<file path="src/rtl/seq_pattern_detector.sv">
// seq_pattern_detector
//
// Serial pattern detector. It watches a 1-bit stream for a runtime-loadable
// PAT_W-bit pattern. The first bit received is pat[PAT_W-1]. Matching can be
// overlapping or can restart after each match, chosen at runtime. Every match
// is flagged on y_out and counted in a wrapping counter.
//
// Optional feature macro: SEQDET_REG_OUT_EN
//   undefined : y_out is combinational (Mealy). It is high in the same cycle
//               as the bit that completes the pattern.
//   defined   : y_out is registered. It is one cycle late and lines up with
//               the match_cnt increment.
//
// Stream handshake: x_valid qualifies x_in. A bit is consumed on a rising
// clock edge only when x_valid=1, pat_load=0 and the FSM is in FILL or
// SEARCH. There is no back-pressure: the detector accepts every qualified
// bit. When x_valid is low, all state is held.
//
// Ports
//   clk        clock; all state updates on posedge
//   rst        asynchronous, active-low reset
//   x_in       serial data bit
//   x_valid    x_in qualifier
//   pat_in     pattern to load (MSB is the first bit received)
//   pat_load   load pat_in and restart the search (discards coincident bit)
//   overlap    1 = overlapping matches, 0 = restart after a match
//   clr_cnt    synchronous clear of match_cnt (wins over a coincident hit)
//   y_out      match flag
//   match_cnt  matches since reset or last clear, wraps modulo 2^CNT_W
//   state_o    current FSM state (debug): 00 IDLE, 01 FILL, 10 SEARCH

module seq_pattern_detector #(
  parameter int PAT_W = 4,
  parameter int CNT_W = 8
) (
  input  logic             clk,
  input  logic             rst,
  input  logic             x_in,
  input  logic             x_valid,
  input  logic [PAT_W-1:0] pat_in,
  input  logic             pat_load,
  input  logic             overlap,
  input  logic             clr_cnt,
  output logic             y_out,
  output logic [CNT_W-1:0] match_cnt,
  output logic [1:0]       state_o
);

  localparam int FILL_W = $clog2(PAT_W);
  localparam logic [FILL_W-1:0] FILL_MAX = FILL_W'(PAT_W - 1);

  typedef enum logic [1:0] {
    IDLE    = 2'b00,
    FILL    = 2'b01,
    SEARCH  = 2'b10,
    ILLEGAL = 2'b11
  } state_t;

  state_t             state;
  logic [PAT_W-1:0]   pat;
  logic [PAT_W-2:0]   hist;
  logic [FILL_W-1:0]  fill;

  logic               accept;
  logic               full;
  logic               hit;
  logic [PAT_W-1:0]   window;

  // window is the candidate match. It holds the last PAT_W-1 accepted bits
  // plus the bit now on x_in. Its low PAT_W-1 bits become the next hist.
  assign window = {hist, x_in};
  assign accept = x_valid && !pat_load && (state == FILL || state == SEARCH);
  assign full   = (fill == FILL_MAX);
  assign hit    = accept && full && (window == pat);

  assign state_o = state;

`ifndef SEQDET_REG_OUT_EN
  assign y_out = hit;
`endif

  always_ff @(posedge clk or negedge rst) begin
    if (!rst) begin
      state     <= IDLE;
      pat       <= '0;
      hist      <= '0;
      fill      <= '0;
      match_cnt <= '0;
`ifdef SEQDET_REG_OUT_EN
      y_out     <= 1'b0;
`endif
    end else begin
      // hit is already forced low on a pat_load cycle, so the registered
      // flag clears on load without a separate term.
`ifdef SEQDET_REG_OUT_EN
      y_out <= hit;
`endif

      if (clr_cnt) begin
        match_cnt <= '0;
      end else if (hit) begin
        match_cnt <= match_cnt + CNT_W'(1);
      end

      if (pat_load) begin
        pat   <= pat_in;
        hist  <= '0;
        fill  <= '0;
        state <= FILL;
      end else begin
        case (state)
          IDLE: begin
            // Stream is ignored until a pattern has been loaded.
          end
          FILL: begin
            if (accept) begin
              if (!full) begin
                hist <= window[PAT_W-2:0];
                fill <= fill + FILL_W'(1);
              end else if (hit && !overlap) begin
                // Restart. The old history can never take part in a match
                // again, because PAT_W-1 new bits refill hist before the
                // next hit.
                hist <= '0;
                fill <= '0;
              end else begin
                hist  <= window[PAT_W-2:0];
                state <= SEARCH;
              end
            end
          end
          SEARCH: begin
            if (accept) begin
              if (hit && !overlap) begin
                hist  <= '0;
                fill  <= '0;
                state <= FILL;
              end else begin
                hist <= window[PAT_W-2:0];
              end
            end
          end
          default: begin
            state <= IDLE;
          end
        endcase
      end
    end
  end

endmodule

</file>
<file path="config.mk">
export PLATFORM = sky130hd
export DESIGN_NAME = seq_pattern_detector
export DESIGN_NICKNAME = d
export VERILOG_FILES = /design/src/rtl/seq_pattern_detector.sv
export SDC_FILE = /design/constraint.sdc
export NUM_CORES = 1
export LEC_CHECK = 0
export BUFFER_PORTS_ARGS = -buffer_cell sky130_fd_sc_hd__buf_2
export CORE_MARGIN = 10
export CORE_UTILIZATION = 45
export CTS_BUF_LIST = sky130_fd_sc_hd__clkbuf_4
export DETAILED_ROUTE_END_ITERATION = 8
export PLACE_DENSITY = 0.64
export SKIP_CTS_REPAIR_TIMING = 1
export SLEW_MARGIN = 40
export SYNTH_ARGS = -nofsm -noshare
export SYNTH_HDL_FRONTEND = slang
export SYNTH_SLANG_ARGS = --single-unit
</file>
<file path="constraint.sdc">
create_clock -name clk -period 2.3 [get_ports clk]
set_input_delay 0.345 -clock clk [delete_from_list [all_inputs] [get_ports clk]]
set_output_delay 0.345 -clock clk [all_outputs]
set_load 0.005 [all_outputs]
</file>
==> metrics.txt <==
run status finished, final reports clean; Psw about 290 uW; endpoint class of the critical path output pin; Fin Setup TNS 0 ns; CP startpoint state_o[1]; detailed-router iteration count before antenna repair 4; critical path type flop to output pin; number of buffers created by CTS 3; Die Width 68.8 um; largest net degree at the start of global routing 20; initial DRC count 29; H-tree depth reported by CTS 1; Comb pwr share 34.2%; Setup crit end y_out; leak pwr 0.000617 uW; first-pass GRT wire length ~3600 um; Starting Density a little under half; worst slew pin tran about 0.44 ns; die area approximately 0.0047 sq mm; initial antenna violation count 0; unrepaired setup endpoints after global routing false; chip height between 60 and 70 um; internal power 574 uW; async set-reset flop share out of synthesis 100%; synth warn 0; # clock sinks 19; Reg area 475 sq um; R2R setup slack 0.27 ns; final setup fails 0; sequential element share of the synthesized area ~44%; register bit total from synthesis 19; Clock transition at path regs around 0.11 ns; data required time of the worst path around 2.0 ns; min Tclk post-route 2.17 ns; EDFF count, synth 0; Synthesized Nets 125; Sequential Power Share between 40% and 50%; clk_lat worst skew slightly below 0.3 ns; slew margin rel. 70.9%; period utilization roughly 94%; overall power between 800 and 900 uW; vias in the first global route ~850; ant diodes 0; Max-Cap Viols 0; PortBufs 21; Reg2Reg Depth 7; arrival time at the worst endpoint between 1.5 and 2 ns; PD cells 689 mW/mm^2; Root Buffer clkbuf_4; worst r2r src state_o[1]; vias per cell 5.20; mean post-synth cell area between 9 and 10 sq um; reg2reg end state_o[1]; Syn Std Cell Area 0.00107 sq mm; DRC Markers 0; DR vias between 800 and 900; Clk pwr share about a fifth; per-cell routed wire length 13.4 um; Clock Skew roughly 0.0020 ns; Max Fclk between 0.4 and 0.5 GHz; ys flop type dfrtp_1; ANT nets after route 0; share of cells above drive strength 1 around 27%; multi-input combinational cell area 567 sq um; Cell variety after synth 32; worst hold path class input port to flop; min-delay src pat_in[1]; HPWL after detailed placement around 1700 um; Fillers around 220; Startpoint Class flop; critical path fanouts, max 5; TritonCTS clock tree yes; Total Routing Usage GR about 9.8%; Pins Over Slew Limit 0; GPL Wtd Cong 0.756; num rows 17; final global-route overflow total 0; Sw Share roughly a third; Nets about 150; Longest Clk Path Bufs 2; Mapped Cells 108; Placeable Area between 0.002 and 0.0025 sq mm; WL final roughly 2200 um; Worst VDD drop approximately 440 uV; Syn-to-layout area delta 16.8%; final hold violations 0; I/O pin total 22
[cell usage in the layout (no fill, tap or decap), types with 3 or more instances in the layout]
cell | Yosys | layout
buf_2 | 0 | 21
nand3_1 | 4 | 4
nand2b_1 | 5 | 5
xor2_1 | 5 | 5
dfrtp_1 | 19 | 19
or3_1 | 3 | 3
nand2_1 | 5 | 4
o21ai_0 | 3 | 3
inv_1 | 6 | 6
a31oi_1 | 4 | 4
ha_1 | 6 | 6
mux2_2 | 4 | 4
xnor2_1 | 4 | 4
clkbuf_4 | 0 | 3
a21oi_1 | 3 | 3
and2_1 | 3 | 3
nor2_1 | 15 | 15
[cell families (layout without fill, tap and decap cells)]
group / after synthesis / after routing / share of synthesized area, %
buf+inv: 8 / 33 / 2.81
fa+ha+maj: 6 / 6 / 7.02
simple gates: 46 / 46 / 23.7
xor+xnor: 9 / 9 / 7.37
flops: 19 / 19 / 44.4
mux: 6 / 6 / 6.08
compound gates: 14 / 14 / 8.54
[area by class of cell]
| type | count | share of cell area [%] |
|---|---|---|
| flip-flops and latches | 19 | 38.0 |
| clock inverters | 1 | 0.400 |
| well taps | 28 | 2.80 |
| clock buffers | 3 | 1.80 |
| inverters | 6 | 1.80 |
| multi-input cells | 81 | 45.3 |
| repair buffers | 23 | 9.81 |
[registers in the layout (all words and copies together), names as in the netlist]
name / flops
match_cnt: 8
state_o: 2
pat: 4
fill: 2
hist: 3
[power groups by stage]
stage	Clock, uW	Sequential [uW]	Combinational [uW]
floorplan	0	404	208
global placement	0	407	273
detailed placement	0	410	280
CTS	175	403	281
global route	190	405	339
finish	167	399	295
[how the worst min path moves through the flow]
stage | end | slack (ns) | depth (start not counted)
global route | pat[0] | 0.26 | 2
floorplan | fill[0] | 0.05 | 0
finish | pat[1] | 0.28 | 2
CTS | match_cnt[4] | -0.02 | 1
detailed placement | match_cnt[0] | 0.31 | 1
global placement | match_cnt[1] | 0.31 | 1
[through the flow]
stage,setup slack [ns],hold WS (ns),utilization [%],area (sq um),instances
final,0.128,0.276,56.0,1250,161
after global routing,0.00379,0.264,56.0,1250,161
after CTS,0.0726,-0.0212,55.1,1230,159
after detailed placement,0.237,0.308,53.8,1200,155
after global placement,0.370,0.307,53.8,1200,155
after floorplan,0.419,0.0494,-,1070,108
[synthesized netlist by cell type (2+ instances only)]
cell type  number  area (sq um)
inv_1           6          22.5
and2_1          3          18.8
nand3_1         4          20.0
ha_1            6          75.1
mux2_2          4          45.0
nand2b_1        5          31.3
nor2_1         15          56.3
a31oi_1         4          25.0
xnor2_1         4          35.0
dfrtp_1        19           475
nand2_1         5          18.8
a21oi_1         3          15.0
nor3_1          2          10.0
or3_1           3          18.8
xor2_1          5          43.8
mux2i_1         2          20.0
o21ai_0         3          15.0
[per-layer routing]
| metal | vias up | track usage, % | share of wire [%] | wire [um] |
|---|---|---|---|---|
| li1 | 422 | - | - | - |
| met1 | 398 | 11.7 | 45 | 961 |
| met2 | 16 | 16.9 | 47 | 1020 |
| met3 | 2 | 2.42 | 7.2 | 155 |
| met4 | 0 | 2.96 | 0.74 | 16 |
| met5 | - | 0 | 0 | 0 |
[critical path, cell delays in order, from the launching register on]
cell	delay (ns)
dfrtp_1	0.41
inv_1	0.10
ha_1	0.31
and4b_1	0.23
and3_4	0.23
nand2_2	0.10
inv_1	0.07
buf_2	0.10
No activity file was read; power rests on OpenSTA's default activity.
